--- src/rtl/mem_wait_controller_pkg.sv ---
// Shared types and address decoding for the wait-state data-memory stage.
// Imported by the controller; holds the FSM state enum and the byte-address to word-index mapping.
package arm_mem_pkg;

  typedef enum logic [1:0] {
    IDLE = 2'd0,
    WAIT = 2'd1,
    DONE = 2'd2
  } state_e;

  localparam int WAIT_CNT_W = 4;
  localparam int MAP_W      = 64;

  typedef struct packed {
    logic [MAP_W-1:0] word_idx;
    logic             in_range;
  } addr_map_t;

  // Offset from base wraps at addr_w bits, so addresses below the base land far out of range.
  function automatic addr_map_t map_address(
    input logic [MAP_W-1:0] addr,
    input logic [MAP_W-1:0] base,
    input int unsigned      addr_w,
    input int unsigned      depth,
    input int unsigned      data_w
  );
    logic [MAP_W-1:0] mask;
    logic [MAP_W-1:0] diff;
    int               shamt;
    addr_map_t        m;
    mask  = (addr_w >= MAP_W) ? '1 : ((MAP_W'(1) << addr_w) - MAP_W'(1));
    diff  = (addr - base) & mask;
    shamt = 0;
    for (int i = 0; i < 8; i++) begin
      if ((32'd1 << i) < (data_w / 8)) shamt = i + 1;
    end
    m.word_idx = diff >> shamt;
    m.in_range = m.word_idx < MAP_W'(depth);
    return m;
  endfunction

endpackage

--- src/rtl/mem_wait_controller_if.sv ---
// Handshake between the EXE/MEM register (master) and the data-memory stage (slave).
// Request, address and store data flow in; read data and access status flow back.
interface mem_wait_controller_if #(
  parameter int DATA_W = 32,
  parameter int ADDR_W = 32
) ();
  logic              mem_r_en;
  logic              mem_w_en;
  logic [ADDR_W-1:0] address;
  logic [DATA_W-1:0] wdata;
  logic [DATA_W-1:0] rdata;
  logic              ready;
  logic              freeze;
  logic              err;

  modport master (
    output mem_r_en, mem_w_en, address, wdata,
    input  rdata, ready, freeze, err
  );

  modport slave (
    input  mem_r_en, mem_w_en, address, wdata,
    output rdata, ready, freeze, err
  );
endinterface

--- src/rtl/mem_wait_controller_data_sram.sv ---
// Word store for the data-memory stage: synchronous write, asynchronous read, no reset.
// All access timing is decided by the controller that drives these ports.
module data_sram #(
  parameter int DATA_W = 32,
  parameter int DEPTH  = 64,
  parameter int IDX_W  = 6
) (
  input  logic              clk,
  input  logic              we_i,
  input  logic [IDX_W-1:0]  waddr_i,
  input  logic [DATA_W-1:0] wdata_i,
  input  logic [IDX_W-1:0]  raddr_i,
  output logic [DATA_W-1:0] rdata_o
);
  logic [DATA_W-1:0] mem_q [DEPTH];

  always_ff @(posedge clk) begin
    if (we_i) mem_q[waddr_i] <= wdata_i;
  end

  assign rdata_o = mem_q[raddr_i];
endmodule

--- src/rtl/mem_wait_controller.sv ---
// Data-memory stage with WAIT_CYCLES extra access cycles; freezes the front of the pipeline while busy.
// WAIT_CYCLES == 0 collapses to a combinational-read, zero-stall memory.
module mem_wait_controller
  import arm_mem_pkg::*;
#(
  parameter int                DATA_W      = 32,
  parameter int                ADDR_W      = 32,
  parameter logic [ADDR_W-1:0] BASE_ADDR   = ADDR_W'(1024),
  parameter int                DEPTH       = 64,
  parameter int                WAIT_CYCLES = 3
) (
  input logic                  clk,
  input logic                  rst,
  mem_wait_controller_if.slave bus
);
  localparam int IDX_W = (DEPTH > 1) ? $clog2(DEPTH) : 1;

  addr_map_t         live_map;
  logic [IDX_W-1:0]  live_idx;
  logic              unused_idx_hi;
  logic              req;

  logic              sram_we;
  logic [IDX_W-1:0]  sram_waddr;
  logic [IDX_W-1:0]  sram_raddr;
  logic [DATA_W-1:0] sram_wdata;
  logic [DATA_W-1:0] sram_rdata;

  assign live_map      = map_address(MAP_W'(bus.address), MAP_W'(BASE_ADDR), ADDR_W, DEPTH, DATA_W);
  assign live_idx      = live_map.word_idx[IDX_W-1:0];
  assign unused_idx_hi = &{1'b0, live_map.word_idx[MAP_W-1:IDX_W]};
  assign req           = bus.mem_r_en | bus.mem_w_en;

  data_sram #(
    .DATA_W (DATA_W),
    .DEPTH  (DEPTH),
    .IDX_W  (IDX_W)
  ) u_sram (
    .clk     (clk),
    .we_i    (sram_we),
    .waddr_i (sram_waddr),
    .wdata_i (sram_wdata),
    .raddr_i (sram_raddr),
    .rdata_o (sram_rdata)
  );

  if (WAIT_CYCLES == 0) begin : g_bypass
    assign sram_we    = rst & bus.mem_w_en & live_map.in_range;
    assign sram_waddr = live_idx;
    assign sram_raddr = live_idx;
    assign sram_wdata = bus.wdata;
    assign bus.rdata  = (rst & live_map.in_range) ? sram_rdata : '0;
    assign bus.ready  = rst & req;
    assign bus.err    = rst & req & ~live_map.in_range;
    assign bus.freeze = 1'b0;
  end else begin : g_fsm
    state_e                state_q,    state_d;
    logic [WAIT_CNT_W-1:0] cnt_q,      cnt_d;
    logic                  is_write_q, is_write_d;
    logic [IDX_W-1:0]      idx_q,      idx_d;
    logic [DATA_W-1:0]     wdata_q,    wdata_d;
    logic                  in_range_q, in_range_d;
    logic [DATA_W-1:0]     rdata_q,    rdata_d;
    logic                  freeze_c;
    logic                  ready_c;
    logic                  err_c;
    logic                  last_wait;

    assign last_wait = (state_q == WAIT) && (cnt_q == '0);

    always_ff @(posedge clk or negedge rst) begin
      if (!rst) begin
        state_q    <= IDLE;
        cnt_q      <= '0;
        is_write_q <= 1'b0;
        idx_q      <= '0;
        wdata_q    <= '0;
        in_range_q <= 1'b0;
        rdata_q    <= '0;
      end else begin
        state_q    <= state_d;
        cnt_q      <= cnt_d;
        is_write_q <= is_write_d;
        idx_q      <= idx_d;
        wdata_q    <= wdata_d;
        in_range_q <= in_range_d;
        rdata_q    <= rdata_d;
      end
    end

    // Only IDLE samples the bus; WAIT and DONE run purely on the latched request.
    always_comb begin
      state_d    = state_q;
      cnt_d      = cnt_q;
      is_write_d = is_write_q;
      idx_d      = idx_q;
      wdata_d    = wdata_q;
      in_range_d = in_range_q;
      rdata_d    = rdata_q;
      unique case (state_q)
        IDLE: begin
          if (req) begin
            is_write_d = bus.mem_w_en;
            idx_d      = live_idx;
            wdata_d    = bus.wdata;
            in_range_d = live_map.in_range;
            cnt_d      = WAIT_CNT_W'(WAIT_CYCLES - 1);
            state_d    = WAIT;
          end
        end
        WAIT: begin
          if (cnt_q == '0) begin
            if (!is_write_q) rdata_d = in_range_q ? sram_rdata : '0;
            state_d = DONE;
          end else begin
            cnt_d = cnt_q - WAIT_CNT_W'(1);
          end
        end
        DONE:    state_d = IDLE;
        default: state_d = IDLE;
      endcase
    end

    always_comb begin
      freeze_c = 1'b0;
      ready_c  = 1'b0;
      err_c    = 1'b0;
      unique case (state_q)
        IDLE: freeze_c = req;
        WAIT: freeze_c = 1'b1;
        DONE: begin
          ready_c = 1'b1;
          err_c   = ~in_range_q;
        end
        default: freeze_c = 1'b0;
      endcase
    end

    assign sram_we    = last_wait & is_write_q & in_range_q;
    assign sram_waddr = idx_q;
    assign sram_raddr = idx_q;
    assign sram_wdata = wdata_q;

    assign bus.freeze = rst & freeze_c;
    assign bus.ready  = ready_c;
    assign bus.err    = err_c;
    assign bus.rdata  = rdata_q;
  end
endmodule

--- src/flat_wrapper.sv ---
// flat-port wrapper written by rule: the top's interface ports become plain ports
module mem_wait_controller_flat import arm_mem_pkg::*;
#(
  parameter int                DATA_W      = 32,
  parameter int                ADDR_W      = 32,
  parameter logic [ADDR_W-1:0] BASE_ADDR   = ADDR_W'(1024),
  parameter int                DEPTH       = 64,
  parameter int                WAIT_CYCLES = 3
)
  (clk, rst, bus_mem_r_en, bus_mem_w_en, bus_address, bus_wdata, bus_rdata, bus_ready, bus_freeze, bus_err);
  mem_wait_controller_if #(.DATA_W(DATA_W), .ADDR_W(ADDR_W)) bus_i ();
  input logic clk;
  input logic rst;
  input wire logic [$bits(bus_i.mem_r_en)-1:0] bus_mem_r_en;
  input wire logic [$bits(bus_i.mem_w_en)-1:0] bus_mem_w_en;
  input wire logic [$bits(bus_i.address)-1:0] bus_address;
  input wire logic [$bits(bus_i.wdata)-1:0] bus_wdata;
  output wire logic [$bits(bus_i.rdata)-1:0] bus_rdata;
  output wire logic [$bits(bus_i.ready)-1:0] bus_ready;
  output wire logic [$bits(bus_i.freeze)-1:0] bus_freeze;
  output wire logic [$bits(bus_i.err)-1:0] bus_err;
  assign bus_i.mem_r_en = bus_mem_r_en;
  assign bus_i.mem_w_en = bus_mem_w_en;
  assign bus_i.address = bus_address;
  assign bus_i.wdata = bus_wdata;
  assign bus_rdata = bus_i.rdata;
  assign bus_ready = bus_i.ready;
  assign bus_freeze = bus_i.freeze;
  assign bus_err = bus_i.err;
  mem_wait_controller #(.DATA_W(DATA_W), .ADDR_W(ADDR_W), .BASE_ADDR(BASE_ADDR), .DEPTH(DEPTH), .WAIT_CYCLES(WAIT_CYCLES)) u_core (.clk(clk), .rst(rst), .bus(bus_i));
endmodule
--- config.mk ---
export PLATFORM = sky130hd
export DESIGN_NAME = mem_wait_controller_flat
export DESIGN_NICKNAME = d
export VERILOG_FILES = /design/src/rtl/mem_wait_controller_pkg.sv /design/src/rtl/mem_wait_controller_if.sv /design/src/rtl/mem_wait_controller_data_sram.sv /design/src/rtl/mem_wait_controller.sv /design/src/flat_wrapper.sv
export SDC_FILE = /design/constraint.sdc
export NUM_CORES = 2
export LEC_CHECK = 0
export BUFFER_PORTS_ARGS = -buffer_cell sky130_fd_sc_hd__buf_2
export CAP_MARGIN = 20
export CORE_MARGIN = 2
export CORE_UTILIZATION = 56
export CTS_CLUSTER_SIZE = 20
export DETAILED_ROUTE_END_ITERATION = 7
export GPL_ROUTABILITY_DRIVEN = 0
export PLACE_DENSITY_LB_ADDON = 0.05
export SKIP_LAST_GASP = 1
export SYNTH_ARGS = -nofsm -noshare
export SYNTH_HDL_FRONTEND = slang
export SYNTH_SLANG_ARGS = --single-unit
--- constraint.sdc ---
create_clock -name clk -period 4.85 [get_ports clk]
set_clock_uncertainty 0.05 [all_clocks]
set_input_delay 0.97 -clock clk [delete_from_list [all_inputs] [get_ports clk]]
set_output_delay 0.97 -clock clk [all_outputs]
set_load 0.01 [all_outputs]
==> flow_metrics.tcl <==
set metrics [dict create \
    cts.repair_timing.setup_buffer_count 0 \
    grt_antenna_before_repair 7 \
    clock_tree.root_cell "clkbuf_16" \
    synth-edff-count 2048 \
    dr.first_iter.drc_count 5588 \
    remaining_drc_errors 0 \
    number_of_filler_cells_placed_in_the_layout 10020 \
    clk_transition_reported_paths_ns 0.06 \
    ant_nets 0 \
    relSlewSlack_pct 24.50 \
    place.detailed.instances 6165 \
    crit_cells 7 \
    finalMaxSlewViolations 0 \
    grtUsageTotal_pct 30.03 \
    cts_tree "built" \
    netlist.top_cell.by_area "edfxtp_1" \
    multi_input_comb_area_mm2 0.01659 \
    synthTopCellsByArea "edfxtp_1 (76%), mux2i_1 (4.8%), mux4_2 (3.6%)" \
    timing.critical_path.fanout_max 24 \
    critPathKind "reg -> reg" \
    routed_wire_length_per_instance_um 33.70 \
    number_of_instances_resized_during_post_cts_repair 0 \
    kind_of_start_point_of_the_critical_path "flop" \
    detail_route.wirelength_um 221000 \
    vdd_drop_max_uv 462.0 \
    timing.critical_path.max_delay_family "compound AO/OA/AOI/OAI gates" \
    synthesis.nets 4351 \
    synthesis.area_mm2 0.08092 \
    die_area_mm2 0.1476 \
    tightest_slew_ns 1.132 \
    leakagePower_nw 29.04 \
    synth_top_cell_area_share_pct 76.00 \
    worstReg2RegEnd "u_core.bus.rdata[14]$_DFFE_PN0P_" \
    critical-path-max-stage-delay_ns 0.81 \
    r2r_slack_ns 1.06 \
    timing.critical_path.buf_inv 2 \
    ys.warnings.count 0 \
    area_delta_synth_final_pct 12.85 \
    globalRouteOverflowTotal 0 \
    syn_area_per_cell_um2 18.90 \
    crit-reg2reg-launch "u_core.g_fsm.idx_q[0]$_DFFE_PN0P_" \
    final_min_period_ns 3.795 \
    setup_violations 0 \
    worstSetupEndpointType "flop" \
    grt_pass1_wl_um 310800 \
    register_area_mm2 0.06350 \
    die_x_um 384.1 \
    synthesis.instances 4282 \
    post-synth-top-count-cell "edfxtp_1" \
    initial_core_util_pct 56.40 \
    synth_async_sr_flop_share_pct 3.669 \
    dp_hpwl_um 122800 \
    cellPowerDensity_mw_per_mm2 604.6 \
    ioPinCount 103 \
    yosys_most_used_dff "edfxtp_1" \
    tritoncts.num_buffers 207 \
    reg2reg_depth 7 \
    finalHoldViolations 0 \
    fmaxAchievable_mhz 263.5 \
    yosysUniqueCellTypes 63 \
    vias 43390 \
    cts-hold-fix-buffers 0 \
    synth_seq_cells 2126 \
    yosys-top-cells-count "edfxtp_1 (2048), mux2i_1 (384), a22oi_1 (366)" \
    fp-row-count 139 \
    timing.critical_path.slowest_stage_cell "dfrtp_4" \
    critical_path_s_most_frequent_cell "a21oi_1" \
    finalNonFillerCells 6559 \
    longest_clk_path_bufs 3 \
    clkLatencyLatePin_ns 0.83 \
    cts_num_sinks 2126 \
    die_height_um 384.1 \
    cp_cell_sequence "buf_12 > buf_4 > mux4_2 > a22oi_1 > nand4_1 > a21oi_1 > a21oi_1" \
    ratio_of_routed_vias_to_standard_cells 6.615 \
    drtPass1Iterations 5 \
    cp_data_arrival_time_ns 4.44 \
    run_status "completed" \
    hp-class "in -> async" \
    cts_htree_levels 4 \
    cap_violations 0 \
    min_period_over_period_pct 78.24 \
    synth-seq-area-share_pct 78.41 \
    number_of_input_and_output_port_buffers_inserted 100 \
    finish.net_count 4544 \
    rsz0062_at_grt "false" \
    critPathRequiredTime_ns 5.49 \
    final_layout_size_suffix_gt1_share_pct 18.88 \
    first_global_vias 42630 \
    grt_start_max_net_pins 152 \
    core_area_mm2 0.1435 \
    totalNegativeSetupSlack_ns 0 \
]
-- cells in the final DEF, fill, tap and decap left out, types with 10 or more instances in the layout --
| cell type | n |
|---|---|
| nor4_2 | 21 |
| clkinv_1 | 62 |
| dfrtp_1 | 43 |
| o22a_1 | 34 |
| and4_1 | 25 |
| clkbuf_1 | 55 |
| a21oi_1 | 47 |
| o21ai_0 | 39 |
| buf_4 | 147 |
| nand2_1 | 25 |
| mux2_2 | 37 |
| clkinv_2 | 38 |
| a221oi_1 | 124 |
| mux4_2 | 128 |
| mux2i_1 | 384 |
| dfrtp_2 | 32 |
| edfxtp_1 | 2048 |
| a221oi_2 | 10 |
| o22ai_1 | 249 |
| o221ai_1 | 28 |
| a31oi_1 | 23 |
| nor4_1 | 12 |
| a211o_1 | 27 |
| clkbuf_16 | 216 |
| nor2_1 | 107 |
| buf_12 | 37 |
| nor2_4 | 66 |
| a22oi_1 | 366 |
| buf_2 | 99 |
-- per-layer routing --
metal / routed length, µm / global-route usage [%]
met4: 9183 / 12.19
met5: 13 / 0
met3: 17850 / 5.233
met2: 107600 / 48.80
met1: 86340 / 40.67
-- flip-flops by register name, indices dropped and copies added, names as in the netlist --
name                     flops
u_core.g_fsm.wdata_q        32
u_core.g_fsm.is_write_q      1
u_core.g_fsm.idx_q           6
u_core.u_sram.mem_q       2048
u_core.g_fsm.cnt_q           4
u_core.g_fsm.state_q         2
u_core.g_fsm.in_range_q      1
u_core.bus.rdata            32
-- how the worst max path moves through the flow --
| stage | end | from | slack [ns] |
|---|---|---|---|
| floorplan | u_core.u_sram.mem_q[38][0]$_DFFE_PP_ | u_core.g_fsm.cnt_q[0]$_DFFE_PN0P_ | 1.41 |
| global placement | u_core.u_sram.mem_q[29][27]$_DFFE_PP_ | u_core.g_fsm.cnt_q[0]$_DFFE_PN0P_ | 1.17 |
| detailed placement | u_core.u_sram.mem_q[29][26]$_DFFE_PP_ | u_core.g_fsm.cnt_q[0]$_DFFE_PN0P_ | 1.14 |
| CTS | u_core.u_sram.mem_q[29][26]$_DFFE_PP_ | u_core.g_fsm.cnt_q[0]$_DFFE_PN0P_ | 1.10 |
| global route | u_core.u_sram.mem_q[49][9]$_DFFE_PP_ | u_core.g_fsm.cnt_q[0]$_DFFE_PN0P_ | 0.86 |
| finish | u_core.bus.rdata[14]$_DFFE_PN0P_ | u_core.g_fsm.idx_q[0]$_DFFE_PN0P_ | 1.06 |
-- area by class of cell --
cell class,instances,area share [%]
repair buffers,285,2.623
clock inverters,114,0.8166
inverters,8,0.03426
flip-flops and latches,2126,69.54
diodes,1,0.002740
multi-input cells,1847,18.17
well taps,1903,2.607
clock buffers,275,6.206
-- through the flow --
step	hold WS, ns	instance area [µm²]	setup WS [ns]	util, %	total power, W
after floorplan	0.4120	80920	1.407	-	0.03334
after global placement	0.4335	84810	1.175	59.11	0.03988
after detailed placement	0.4493	84810	1.139	59.11	0.04010
after CTS	0.01569	91220	1.102	63.57	0.05519
after global routing	0.05369	91310	0.8592	63.64	0.05696
final	0.04808	91320	1.055	63.64	0.05521
-- power by group --
group          total (W)  leakage (nW)  internal, W  switching, W
logic             0.0150          6.50      0.00482        0.0102
clock network     0.0153          3.15      0.00863       0.00663
registers         0.0249          19.4       0.0231       0.00182
total             0.0552          29.0       0.0366        0.0186
-- cells by family after synthesis --
| group | synth area share [%] |
|---|---|
| simple gates | 2.086 |
| compound gates | 8.811 |
| flops | 78.41 |
| fa+ha+maj | 0.01546 |
| xor+xnor | 0.05412 |
| mux | 8.828 |
| buf+inv | 1.792 |
(Power assumes the default switching activity.)
